--- config.mk ---
export PLATFORM = sky130hd
export DESIGN_NAME = accum_stage
export DESIGN_NICKNAME = d
export VERILOG_FILES = /design/src/rtl/accum_stage_pkg.sv /design/src/rtl/accum_word_cnt.sv /design/src/rtl/accum_stage.sv
export SDC_FILE = /design/constraint.sdc
export NUM_CORES = 1
export LEC_CHECK = 0
export CELL_PAD_IN_SITES_DETAIL_PLACEMENT = 1
export CELL_PAD_IN_SITES_GLOBAL_PLACEMENT = 1
export CORE_AREA = 4 4 49 83
export CTS_CLUSTER_SIZE = 8
export DETAILED_ROUTE_END_ITERATION = 6
export DIE_AREA = 0 0 53 87
export PLACE_DENSITY_LB_ADDON = 0.1
export SYNTH_ARGS = -nofsm -noshare
export SYNTH_HDL_FRONTEND = slang
export SYNTH_SLANG_ARGS = --single-unit
--- constraint.sdc ---
create_clock -name clk -period 3.9 [get_ports clk]
set_input_delay 0.975 -clock clk [delete_from_list [all_inputs] [get_ports clk]]
set_output_delay 0.975 -clock clk [all_outputs]
set_load 0.005 [all_outputs]
--- src/rtl/accum_stage_pkg.sv ---
// Shared definitions for the accumulate stage: FSM state encoding and a
// constant clog2 used to size the accumulator and word counter.
package accum_stage_pkg;

  typedef enum logic {
    ACC  = 1'b0,
    DONE = 1'b1
  } state_e;

  function automatic int clog2(input int value);
    int r;
    r = 0;
    while ((1 << r) < value) r = r + 1;
    return r;
  endfunction

endpackage

--- src/rtl/accum_word_cnt.sv ---
// Word counter for the accumulate stage: counts accepted words and flags the
// final word of a group (count == COUNT-1) so the next transfer completes it.
module accum_word_cnt
  import accum_stage_pkg::*;
#(
  parameter  int COUNT = 4,
  localparam int CNT_W = clog2(COUNT) + 1
) (
  input  logic             clk,
  input  logic             rst_n,
  input  logic             clr,
  input  logic             load1,
  input  logic             inc,
  output logic [CNT_W-1:0] cnt,
  output logic             tc
);

  localparam logic [CNT_W-1:0] TC_VAL = CNT_W'(COUNT - 1);

  logic [CNT_W-1:0] cnt_d;
  logic [CNT_W-1:0] cnt_q;

  // clr wins over load1, which wins over inc
  always_comb begin
    cnt_d = cnt_q;
    if (clr) begin
      cnt_d = '0;
    end else if (load1) begin
      cnt_d = CNT_W'(1);
    end else if (inc) begin
      cnt_d = cnt_q + CNT_W'(1);
    end
  end

  always_ff @(posedge clk or negedge rst_n) begin
    if (!rst_n) begin
      cnt_q <= '0;
    end else begin
      cnt_q <= cnt_d;
    end
  end

  assign cnt = cnt_q;
  assign tc  = (cnt_q == TC_VAL);

endmodule

--- src/rtl/accum_stage.sv ---
// Accumulates COUNT upstream {carry,sum} words into one result word, with a
// valid/ready handshake on both sides and a synchronous clear.
module accum_stage
  import accum_stage_pkg::*;
#(
  parameter  int WIDTH = 8,
  parameter  int COUNT = 4,
  localparam int ACC_W = WIDTH + 1 + clog2(COUNT),
  localparam int CNT_W = clog2(COUNT) + 1
) (
  input  logic             clk,
  input  logic             rst_n,
  input  logic             clear,
  input  logic             in_valid,
  output logic             in_ready,
  input  logic [WIDTH-1:0] in_sum,
  input  logic             in_carry,
  output logic             out_valid,
  input  logic             out_ready,
  output logic [ACC_W-1:0] out_acc,
  output logic [CNT_W-1:0] out_cnt
);

  state_e           state_d, state_q;
  logic [ACC_W-1:0] acc_d, acc_q;
  logic [ACC_W-1:0] word;
  logic             xfer;
  logic             cnt_clr, cnt_load1, cnt_inc, cnt_tc;

  assign word     = {{(ACC_W - WIDTH - 1){1'b0}}, in_carry, in_sum};
  // Ready in DONE only when the result leaves this cycle, so no bubble between groups
  assign in_ready = !clear && ((state_q == ACC) || out_ready);
  assign xfer     = in_valid && in_ready;

  always_comb begin
    state_d   = state_q;
    acc_d     = acc_q;
    cnt_clr   = 1'b0;
    cnt_load1 = 1'b0;
    cnt_inc   = 1'b0;
    if (clear) begin
      state_d = ACC;
      acc_d   = '0;
      cnt_clr = 1'b1;
    end else begin
      unique case (state_q)
        ACC: begin
          if (xfer) begin
            acc_d   = acc_q + word;
            cnt_inc = 1'b1;
            if (cnt_tc) state_d = DONE;
          end
        end
        DONE: begin
          if (out_ready) begin
            state_d = ACC;
            if (xfer) begin
              acc_d     = word;
              cnt_load1 = 1'b1;
            end else begin
              acc_d   = '0;
              cnt_clr = 1'b1;
            end
          end
        end
        default: state_d = ACC;
      endcase
    end
  end

  always_ff @(posedge clk or negedge rst_n) begin
    if (!rst_n) begin
      state_q <= ACC;
      acc_q   <= '0;
    end else begin
      state_q <= state_d;
      acc_q   <= acc_d;
    end
  end

  accum_word_cnt #(.COUNT(COUNT)) u_word_cnt (
    .clk   (clk),
    .rst_n (rst_n),
    .clr   (cnt_clr),
    .load1 (cnt_load1),
    .inc   (cnt_inc),
    .cnt   (out_cnt),
    .tc    (cnt_tc)
  );

  assign out_valid = (state_q == DONE);
  assign out_acc   = acc_q;

endmodule

Word level (Yosys, flattened, before mapping)
Index checks and enable logic that the tools add are counted.
{"block": "totals", "reg_bits": 15, "input_bits": 14, "output_inout_bits": 16, "wordCells": 38}
{"block": "op_classes", "n_addsub": 2, "eq_ne": 3, "muxes": 23, "bitwise_logic": 1, "n_reduce_logical": 6}
{"operator": "11-bit 2-to-1 mux", "count": 3}
{"operator": "11-bit case mux with 2 select lines", "count": 1}
{"operator": "1-bit 2-to-1 mux", "count": 14}
{"operator": "11-bit by 9-bit adder with 11-bit output", "count": 1}
{"operator": "3-bit 2-to-1 mux", "count": 3}
{"operator": "9-bit 2-to-1 mux", "count": 1}
{"operator": "3-bit inequality test, second input constant", "count": 2}
{"operator": "3-bit by 1-bit adder with 3-bit output, second input constant", "count": 1}
{"operator": "3-bit by 2-bit equality test with 1-bit output, second input constant", "count": 1}
{"operator": "3-bit nonzero test", "count": 1}
{"operator": "1-bit logical AND", "count": 2}
{"operator": "1-bit case mux with 2 select lines", "count": 1}
{"operator": "2-bit AND reduction", "count": 1}
{"operator": "1-bit logical NOT", "count": 1}
{"operator": "1-bit logical OR", "count": 1}
{"operator": "1-bit NOT", "count": 1}

Longest topological paths before layout
Gate-level depths: netlist of run 1.
{"block": "logic_depth", "depth_word": 10, "mapped_depth": 7, "ltp_nobuf": 7}

Hierarchy
From an unflattened synthesis of run 1, not the netlist that was laid out.
{"block": "hier_totals", "cells_unflattened": 146, "hier_area_um2": 1275.0}
{"module": "accum_stage", "instances": 1, "cells_per_inst": 133, "area_each_um2": 1124.8, "seq_area_each_um2": 300.3}
{"module": "accum_word_cnt", "instances": 1, "cells_per_inst": 13, "area_each_um2": 150.1, "seq_area_each_um2": 75.1}

Least setup slack after synthesis of run 1
Ideal clock, no wire load.
{"block": "synth_timing", "path_type": "input to output", "from": "input out_ready", "to": "output in_ready", "arrival_time_ns": 1.521, "required_time_ns": 2.925, "slack_ns": 1.404, "cell_stages": 4, "n_path_buf": 2, "cell_sequence": "buf_6 buf_2 nor2b_1 nor2_1"}
{"block": "synth_via", "elab_chain_len": 2}
{"element": "start: declaration", "line": "accum_stage.sv:19", "rtl": "input logic out_ready,"}
{"element": "1-bit logical OR", "line": "accum_stage.sv:32", "rtl": "assign in_ready = !clear && ((state_q == ACC) || out_ready);"}
{"element": "1-bit logical AND", "line": "accum_stage.sv:32"}
{"element": "end: declaration", "line": "accum_stage.sv:15", "rtl": "output logic in_ready,"}
Every way passes these cells.

Worst setup path after layout of run 1
Same ends and word-level chain as after synthesis.

==> summary.txt, run 1 <==
Clock tree
  • Worst-Skew Late Latency: 0.25 ns
  • Post-CTS sizing: 0
  • Hold-fix buffers, CTS: 0
  • Clock-pin transition on the worst setup and hold timing paths: roughly 0.07 ns
  • Clock Sinks: 15
  • H-tree depth: 1
  • CTS tree: built
  • Clock Root Buffer: clkbuf_8
  • Post-CTS Setup Inserts: 0
  • Cts bufs inserted: 3
  • Max Buffers Root-to-Sink: 2

Drt
  • # DRC: 0
  • Antenna viol nets, final: 0
  • Drt first pass iters: 4
  • Detailed Route Iter0 Violations: 13
  • Vias: 1,312
  • Vias per cell: approximately 5.7
  • Final WL: 4120 um
  • Average wire per standard cell: approximately 18 um

Floorplan
  • Initial Util: between 30% and 40%
  • Std-Cell Rows: 28
  • Total die area: around 0.0046 sq mm
  • Die width: around 53 um
  • Area of the core: ~0.0034 sq mm
  • Num ports: 30
  • Die Y: slightly below 90 um

Placed design
  • Routability cong.: 0.809
  • Pre-CTS setup slack: approximately 0.75 ns
  • Placed cell areas: between 0.0015 and 0.002 sq mm
  • IO Port Bufs: 29
  • Hpwl dp: 3210 um

Worst setup path
  • CP max FO: 4
  • Worst R2R Path Depth: 7
  • Buf/Inv on CP: 2
  • Setup crit start kind: input pin
  • Cell Chain, Critical Path: clkdlybuf4s50_1, nor2b_1, nor2_1, clkdlybuf4s50_1
  • Most frequent CP cell: clkdlybuf4s50_1
  • CP delay by family, top: buffers and inverters
  • Critical path arrival: between 2 and 2.5 ns
  • Reg-to-Reg End: out_acc[4]$_DFFE_PN0P_
  • R2R Setup Slk: 1.99 ns
  • R2R Path Start: out_acc[0]$_DFFE_PN0P_
  • Slowest stage cell, crit path: clkdlybuf4s50_1
  • Crit Path Category: in -> out
  • WP data required: roughly 3 ns
  • CP Capture Type: primary output
  • CP peak stage delay: between 0.4 and 0.5 ns

Hold path
  • Worst Min Path Start: out_acc[2]$_DFFE_PN0P_
  • WHS Path Cells: 2
  • WHS Endpoint: out_acc[2]$_DFFE_PN0P_
  • Hold/Removal Path Class: reg -> reg

GRT
  • GRT Total Usage: just under 20%
  • Largest net degree at the start of global routing: 25
  • Global-route wire length before repair: around 6900 um
  • GR Overflow Total: 0
  • Vias in the first global route: ~1,400
  • Initial antenna violation count: 0

STA
  • Setup WS post-layout: 0.738 ns
  • Slew @ Worst Pin: between 0.8 and 0.9 ns
  • Final Setup Violations: 0
  • Min cycle time layout: between 3 and 4 ns
  • Fin crit share: 81.1%
  • Max-slew headroom: 46.4%
  • Setup TNS: 0 ns
  • RSZ-0062 raised after global routing: no
  • Fmax: about 0.32 GHz
  • Pins Over Slew Limit: 0
  • Worst Skew: between 0.002 and 0.0025 ns
  • Final hold vios: 0

Yosys
  • Synth top area cells: dfrtp_1 (29%), ha_1 (11%), a21oi_1 (5.0%)
  • Yosys top cell area share: 28.7%
  • Synthesized instance count: roughly 160
  • Syn avg cell area: 8.44 sq um
  • Seq/Total Area, Yosys: roughly 29%
  • Mapped Area: ~0.0013 sq mm
  • Post-Syn Nets: around 180
  • Yosys cell types: 41
  • Synth area leader: dfrtp_1
  • #FFs+latches synth: 15
  • Synth warn: 0

Layout
  • Post-route cell area: between 0.0015 and 0.002 sq mm
  • Nets@finish: between 200 and 250
  • Layout overhead on the synthesized area: 28.3%
  • Filler cells: roughly 430
  • Ant diodes: 0
  • Share of layout cells above drive strength 1: ~8.2%

Pwr
  • PwrDens: roughly 340 mW/mm^2
  • Max IR drop VDD: around 0.00022 V
  • Static Leak: 0.000723 uW

Status
  • Status: finished clean

Run
  • Max_cap viols: 0
## placed cells by master (no fill, tap or decap), types with 2 or more instances in the layout
| cell | Yosys | layout |
|---|---|---|
| a211oi_1 | 3 | 3 |
| a21o_1 | 6 | 6 |
| a21oi_1 | 13 | 13 |
| a21oi_2 | 2 | 2 |
| a221oi_1 | 3 | 3 |
| a22oi_1 | 2 | 2 |
| a31oi_1 | 6 | 6 |
| buf_4 | 0 | 4 |
| clkbuf_8 | 0 | 3 |
| clkdlybuf4s50_1 | 0 | 29 |
| dfrtp_1 | 15 | 15 |
| ha_1 | 11 | 11 |
| inv_1 | 4 | 4 |
| mux2i_1 | 2 | 2 |
| nand2_1 | 12 | 12 |
| nand2b_1 | 3 | 3 |
| nand3_1 | 8 | 8 |
| nand4_1 | 3 | 3 |
| nor2_1 | 10 | 10 |
| nor2b_1 | 6 | 6 |
| nor3_1 | 2 | 2 |
| o21ai_0 | 11 | 11 |
| o21bai_1 | 3 | 3 |
| o22ai_1 | 2 | 2 |
| or3_1 | 2 | 2 |
| xnor2_1 | 2 | 2 |
| xor2_1 | 2 | 2 |
## through the flow
stage               power [uW]  std cells  util [%]  hold slack (ns)
finish                     567        229      49.4            0.530
floorplan                  342        155         -            0.474
global placement           427        225      48.0            0.498
global route               604        229      49.4            0.560
detailed placement         439        225      48.0            0.515
CTS                        571        229      49.4            0.531
## cell type report
type                       count  area (sq um)  share of cell area [%]
multi-input combinational    127           862                    51.4
sequential                    15           375                    22.4
timing repair buffer          33           320                    19.1
tap                           45          56.3                    3.36
clock buffer                   4          45.0                    2.68
inverter                       5          18.8                    1.12
## cells by family (layout without fill, tap and decap cells)
logic type | after synthesis | in the layout | share of synthesized area, %
compound gates | 58 | 58 | 29.4
xor+xnor | 4 | 4 | 2.68
fa+ha+maj | 12 | 12 | 12.1
buf+inv | 13 | 42 | 5.36
flops | 15 | 15 | 28.7
mux | 2 | 2 | 1.53
simple gates | 51 | 51 | 20.3
## synth_stat cells (all sizes together)
| library cell | n |
|---|---|
| a211oi | 4 |
| a21boi | 1 |
| a21o | 6 |
| a21oi | 15 |
| a221oi | 3 |
| a22oi | 2 |
| a31o | 1 |
| a31oi | 7 |
| buf | 7 |
| clkbuf | 1 |
| dfrtp | 15 |
| fa | 1 |
| ha | 11 |
| inv | 5 |
| mux2i | 2 |
| nand2 | 12 |
| nand2b | 4 |
| nand3 | 8 |
| nand3b | 1 |
| nand4 | 3 |
| nor2 | 10 |
| nor2b | 6 |
| nor3 | 3 |
| nor3b | 1 |
| o2111ai | 1 |
| o211ai | 1 |
| o21a | 1 |
| o21ai | 11 |
| o21bai | 3 |
| o22ai | 2 |
| or2 | 1 |
| or3 | 2 |
| xnor2 | 2 |
| xor2 | 2 |
## worst max path at each step
stage | startpoint | endpoint | slack, ns | cells after the start
after floorplan | out_ready | in_ready | 1.40 | 4
after global placement | out_ready | in_ready | 0.80 | 4
after detailed placement | out_ready | in_ready | 0.75 | 4
after CTS | out_ready | in_ready | 0.74 | 4
after global routing | out_ready | in_ready | 0.65 | 4
final | out_ready | in_ready | 0.74 | 4
## worst reg2reg max path: cells and delay by family, from the launching register on
family | cells | cell delay [ns]
xor gates and xnor gates | 1 | 0.17
AOI/OAI and AO/OA | 1 | 0.24
adders and majority gates | 2 | 0.64
DFF | 1 | 0.40
and+or+nand+nor | 3 | 0.35
## where the power goes
part | internal, uW | total (uW) | leakage, uW | switching, uW
Sequential | 173 | 196 | 0.000201 | 23.1
Clock | 72.5 | 133 | 0.0000228 | 60.4
Combinational | 119 | 238 | 0.000499 | 119
## per-layer routing
| layer | share of wire, % | routed length [um] | GRT usage [%] |
|---|---|---|---|
| met1 | 39 | 1600 | 22.0 |
| met2 | 58 | 2390 | 37.4 |
| met3 | 2.4 | 99 | 2.23 |
| met4 | 0.83 | 34 | 6.28 |
| met5 | 0 | 0 | 0 |
## sequential cells by signal, summed over array words and instances (netlist names)
name            flops
u_word_cnt.cnt      3
out_valid           1
out_acc            11
Power figures use the tool's default switching activity.
==> inputs of run 2 (changes only) <==
- CORE_AREA: 4 4 49 83 -> 4 4 50 86
- DIE_AREA: 0 0 53 87 -> 0 0 54 90
- clock period: 3.9 -> 3.3 ns (I/O delays scaled with it)
==> run 2 against run 1 <==
Against the previous run: largest cell class unchanged; cell count up 0.44%; clock power increased by 18%; utilization is 2.6 points lower.
==> summary.txt, run 2 (same netlist as run 1, synthesis figures left out) <==
Clock tree
  • Post-CTS Setup Inserts: 0 (unchanged)
  • CTS tree: built
  • Cts bufs inserted: 3 (unchanged)
  • Clock Sinks: 15 (unchanged)
  • Post-CTS sizing: 0 (unchanged)
  • Max Buffers Root-to-Sink: 2 (unchanged)
  • Hold-fix buffers, CTS: 0 (unchanged)
  • Clock-pin transition on the worst setup and hold timing paths: 0.07 ns (about the same)
  • H-tree depth: 1 (unchanged)
  • Clock Root Buffer: clkbuf_8
  • Worst-Skew Late Latency: 0.25 ns (about the same)

Run
  • Max_cap viols: 0 (unchanged)

Layout
  • Layout overhead on the synthesized area: 28.4% (about the same)
  • Reg area: 375 sq um (unchanged)
  • Fin cells: 230 (+0.44%)
  • Ant diodes: 0 (unchanged)
  • Multi-input logic area: 862 sq um (unchanged)
  • Filler cells: 444 (+2.8%)
  • Commonest non-fill, non-tap cell in the layout: clkdlybuf4s50_1
  • Number of flip-flops under the largest register name: 11 (unchanged)
  • Share of layout cells above drive strength 1: 8.15% (unchanged)
  • Most frequent cells in the layout: clkdlybuf4s50_1 (29), dfrtp_1 (15), a21oi_1 (13), nand2_1 (12)
  • Nets@finish: 211 (unchanged)

Drt
  • Drt first pass iters: 4 (unchanged)
  • Vias: 1,329 (+1.3%)
  • Wire length on met2: 2420 um (+1.1%)
  • DR top layer: met4
  • Average wire per standard cell: 18.4 um (+2.2%)
  • # DRC: 0 (unchanged)
  • Total length of routed met3 wires: 114 um (+15%)
  • Detailed Route Iter0 Violations: 13 (unchanged)
  • Vias per cell: 5.78 (+0.86%)
  • Antenna viol nets, final: 0 (unchanged)
  • Final WL: 4230 um (+2.6%)
  • M1 wire length: 1610 um (+0.75%)

Status
  • Status: finished clean

STA
  • Worst Skew: 0.00453 ns (+0.00244 ns)
  • Fin crit share: a little under nine tenths
  • Fmax: approximately 0.35 GHz
  • Setup TNS: 0 ns (unchanged)
  • Final hold vios: 0 (unchanged)
  • Min cycle time layout: approximately 2.9 ns
  • Final Setup Violations: 0 (unchanged)
  • Pins Over Slew Limit: 0 (unchanged)
  • Slew @ Worst Pin: 0.782 ns (-0.0189 ns)
  • Max-slew headroom: 47.7% (+1.3 points)
  • RSZ-0062 raised after global routing: no

Floorplan
  • Std-Cell Rows: 29 (+3.6%)
  • Die width: 54 um (+1.9%)
  • Die Y: 90 um (+3.4%)
  • Total die area: 0.00486 sq mm (+5.4%)
  • Num ports: 30 (unchanged)
  • Area of the core: 0.00359 sq mm (+5.7%)
  • Initial Util: 36.4% (-2.1 points)

GRT
  • GR Overflow Total: 0 (unchanged)
  • Initial antenna violation count: 0 (unchanged)
  • Global-route wire length before repair: 7090 um (+3.3%)
  • Largest net degree at the start of global routing: 25 (unchanged)
  • Vias in the first global route: 1,433 (+0.70%)
  • GRT Total Usage: 19.4% (-0.44 points)

Worst setup path
  • Setup crit start kind: input pin
  • R2R Setup Slk: 1.35 ns (-0.64 ns)
  • Crit Path Category: in -> out
  • CP Capture Type: primary output
  • CP max FO: 4 (unchanged)
  • Critical path arrival: 2.03 ns (-0.16 ns)
  • WP data required: 2.47 ns (-0.45 ns)

Placed design
  • Placed Cells: 226 (+0.44%)
  • IO Port Bufs: 29 (unchanged)
  • Routability cong.: 0.837 (+3.4%)
  • Hpwl dp: 3220 um (+0.32%)

Pwr
  • Static Leak: 0.000723 uW (unchanged)
  • PwrDens: 401 mW/mm^2 (+18%)
  • Tot Pwr: 673 uW (+19%)
  • Max IR drop VDD: 0.000230 V (+4.4%)

Hold path
  • Hold/Removal Path Class: reg -> reg
==> run 2: cell counts in the layout (fill, tap and decap cells not counted) <==
No cell type changed its count.
==> run 2: cell type report <==
type / count / area share (%)
sequential: 15 / 22.4
clock buffer: 4 / 2.68
multi-input combinational: 127 / 51.3
timing repair buffer: 33 / 19.1
tap: 46 / 3.43
inverter: 5 / 1.12
==> run 2: layer usage <==
metal / vias up / GRT usage, %
met4: 0 / 6.65
met2: 22 / 34.8
li1: 631 / -
met5: - / 0
met1: 670 / 22.2
met3: 6 / 2.15
==> run 2: final timing paths <==
kind,start,cells after the start,endpoint
hold / removal,out_acc[10]$_DFFE_PN0P_,1,out_acc[10]$_DFFE_PN0P_
setup reg to reg,out_acc[7]$_DFFE_PN0P_,6,out_acc[10]$_DFFE_PN0P_
max in group asynchronous,rst_n,1,out_acc[7]$_DFFE_PN0P_
min in group asynchronous,rst_n,1,out_acc[1]$_DFFE_PN0P_
hold reg to reg,out_acc[10]$_DFFE_PN0P_,1,out_acc[10]$_DFFE_PN0P_
setup / recovery,out_ready,4,in_ready
==> run 2: critical path: stages <==
cell,delay [ns]
clkdlybuf4s50_1,0.43
nor2b_1,0.25
nor2_1,0.07
clkdlybuf4s50_1,0.45
==> run 2: stage by stage <==
stage	setup WS [ns]	hold WS, ns	cell area [sq um]	utilization, %
2_1_floorplan	1.10	0.474	1310	-
3_3_place_gp	0.483	0.483	1630	45.5
3_5_place_dp	0.439	0.499	1630	45.5
4_1_cts	0.439	0.511	1680	46.7
5_1_grt	0.415	0.525	1680	46.7
6_report	0.450	0.503	1680	46.7
==> run 2: power by group <==
| group | internal [uW] | total, uW | switching, uW | leakage (uW) |
|---|---|---|---|---|
| Combinational | 140 | 283 | 142 | 0.000499 |
| Clock | 85.5 | 157 | 71.8 | 0.0000228 |
| Sequential | 205 | 232 | 27.9 | 0.000201 |
| Total | 430 | 673 | 242 | 0.000723 |
==> inputs of run 3 (changes only) <==
==> constraint.sdc (replaced) <==
create_clock -name clk -period 3.06 [get_ports clk]
set_input_delay 0.765 -clock clk [delete_from_list [all_inputs] [get_ports clk]]
set_output_delay 0.765 -clock clk [all_outputs]
set_load 0.1 [all_outputs]
==> run 3 against run 2 <==
Against the previous run: via count fell by 0.60%; register-to-register slack got worse by 0.18 ns; sequential share of layout area rose by 0.34 points; global-route usage fell by 0.38 points; non-clock buffer count did not move; cell area fell by 1.5%; utilization fell by 0.70 points; worst setup slack improved by 0.090 ns; power rose by 32%; sequential cell count did not move; combinational power rose by 66%; clock-buffer cell count did not move; critical endpoint unchanged; largest cell class unchanged.
==> summary.txt, run 3 (same netlist as run 1, synthesis figures left out) <==
Status
  • Status: finished clean

Run
  • Max_cap viols: 0 (unchanged)

Placed design
  • IO Port Bufs: 29 (unchanged)
  • Placed cell areas: 0.00161 sq mm (-1.5%)
  • Hpwl dp: 3270 um (+1.6%)
  • Routability cong.: 0.821 (-1.9%)

STA
  • Pins Over Slew Limit: 0 (unchanged)
  • Fin crit share: 82.4%
  • Fmax: 0.397 GHz
  • Min cycle time layout: 2.52 ns
  • WHS: 0.510 ns (+0.00786 ns)
  • Max-slew headroom: 47.6% (-0.090 points)
  • Worst Skew: 0.00555 ns (+0.00102 ns)
  • RSZ-0062 raised after global routing: no
  • Final Setup Violations: 0 (unchanged)
  • Setup TNS: 0 ns (unchanged)
  • Slew @ Worst Pin: 0.783 ns (+0.00134 ns)
  • Final hold vios: 0 (unchanged)

GRT
  • Vias in the first global route: 1,503 (+4.9%)
  • Global-route wire length before repair: 7160 um (+0.87%)
  • Largest net degree at the start of global routing: 18 (-28%)
  • GRT Total Usage: 19.0% (-0.38 points)
  • Initial antenna violation count: 0 (unchanged)
  • GR Overflow Total: 0 (unchanged)

Clock tree
  • Post-CTS sizing: 0 (unchanged)
  • Worst-Skew Late Latency: 0.25 ns (about the same)
  • Cts bufs inserted: 3 (unchanged)
  • Max Buffers Root-to-Sink: 2 (unchanged)
  • Clock-pin transition on the worst setup and hold timing paths: 0.07 ns (about the same)
  • Post-CTS Setup Inserts: 0 (unchanged)
  • CTS tree: built
  • Clock Root Buffer: clkbuf_8
  • H-tree depth: 1 (unchanged)
  • Clock Sinks: 15 (unchanged)
  • Hold-fix buffers, CTS: 0 (unchanged)

Drt
  • Average wire per standard cell: 18.0 um (-1.8%)
  • Drt first pass iters: 4 (unchanged)
  • Final WL: 4150 um (-1.8%)
  • Detailed Route Iter0 Violations: 23 (+10)
  • Vias: 1,321 (-0.60%)
  • Vias per cell: 5.74 (-0.60%)
  • # DRC: 0 (unchanged)
  • Antenna viol nets, final: 0 (unchanged)

Floorplan
  • Total die area: 0.00486 sq mm (unchanged)
  • Std-Cell Rows: 29 (unchanged)
  • Area of the core: 0.00359 sq mm (unchanged)
  • Initial Util: 36.4% (unchanged)
  • Num ports: 30 (unchanged)
  • Die width: 54 um (unchanged)
  • Die Y: 90 um (unchanged)

Layout
  • Share of layout cells above drive strength 1: 17.4% (+9.2 points)
  • Filler cells: 426 (-4.1%)
  • Nets@finish: 211 (unchanged)
  • Number of flip-flops under the largest register name: 11 (unchanged)
  • Ant diodes: 0 (unchanged)
  • Most frequent cells in the layout: buf_4 (19), dfrtp_1 (15), a21oi_1 (13), clkdlybuf4s50_1 (13), nand2_1 (12)
  • Post-route cell area: 0.00165 sq mm (-1.5%)
  • Commonest non-fill, non-tap cell in the layout: buf_4
  • Layout overhead on the synthesized area: 26.5%

Worst setup path
  • CP Capture Type: primary output
  • Setup crit start kind: input pin
  • WP data required: 2.29 ns (-0.18 ns)
  • Crit Path Category: in -> out
  • CP max FO: 4 (unchanged)
  • Critical path arrival: 1.76 ns (-0.27 ns)
  • R2R Setup Slk: 1.17 ns (-0.18 ns)

Pwr
  • PwrDens: 538 mW/mm^2 (+34%)
  • Static Leak: 0.000755 uW (+4.4%)
  • Max IR drop VDD: 0.000336 V (+46%)

Hold path
  • Hold/Removal Path Class: reg -> reg
==> run 3: cell types whose count changed in the layout (fill, tap and decap cells not counted) <==
cell	previous run	this run
buf_4	4	19
clkdlybuf4s50_1	29	13
nor2_1	10	9
buf_12	0	1
nor2_2	0	1
==> run 3: final cells by class <==
| type | instances | area, sq um | area share, % |
|---|---|---|---|
| clock buffer | 4 | 45.0 | 2.72 |
| inverter | 5 | 18.8 | 1.13 |
| multi-input combinational | 127 | 865 | 52.3 |
| sequential | 15 | 375 | 22.7 |
| tap | 46 | 57.6 | 3.48 |
| timing repair buffer | 33 | 293 | 17.7 |
==> run 3: path summary, 6_finish.rpt <==
path                                         start                       to  cells after the start
min in group asynchronous                    rst_n   out_acc[2]$_DFFE_PN0P_                      1
hold / removal             out_acc[10]$_DFFE_PN0P_  out_acc[10]$_DFFE_PN0P_                      1
max in group asynchronous                    rst_n   out_acc[0]$_DFFE_PN0P_                      1
setup / recovery                         out_ready                 in_ready                      4
setup reg to reg            out_acc[0]$_DFFE_PN0P_   out_acc[8]$_DFFE_PN0P_                      7
hold reg to reg            out_acc[10]$_DFFE_PN0P_  out_acc[10]$_DFFE_PN0P_                      1
==> run 3: power by group <==
group / switching (uW) / internal (uW)
clock: 76.5 / 92.2
combinational: 325 / 145
sequential: 30.1 / 221
==> run 3: metrics by stage <==
stage / total power [uW] / std cells / util, % / setup slack [ns]
after floorplan: 604 / 155 / - / 0.225
after global placement: 712 / 226 / 44.8 / 0.412
after detailed placement: 726 / 226 / 44.8 / 0.319
after CTS: 897 / 230 / 46.0 / 0.522
after global routing: 944 / 230 / 46.0 / 0.440
final: 890 / 230 / 46.0 / 0.539
==> run 3: metal layers <==
layer | GRT usage [%] | share of wire [%] | vias to the layer above | wire length, um
met4 | 5.61 | 1.5 | 0 | 61
li1 | - | - | 630 | -
met5 | 0 | 0 | - | 0
met1 | 21.9 | 39 | 664 | 1630
met2 | 34.6 | 56 | 23 | 2340
met3 | 1.82 | 2.7 | 4 | 111
==> run 3: critical path, cell delays in order <==
cell	delay, ns
clkdlybuf4s50_1	0.42
nor2b_1	0.31
nor2_2	0.09
buf_12	0.18
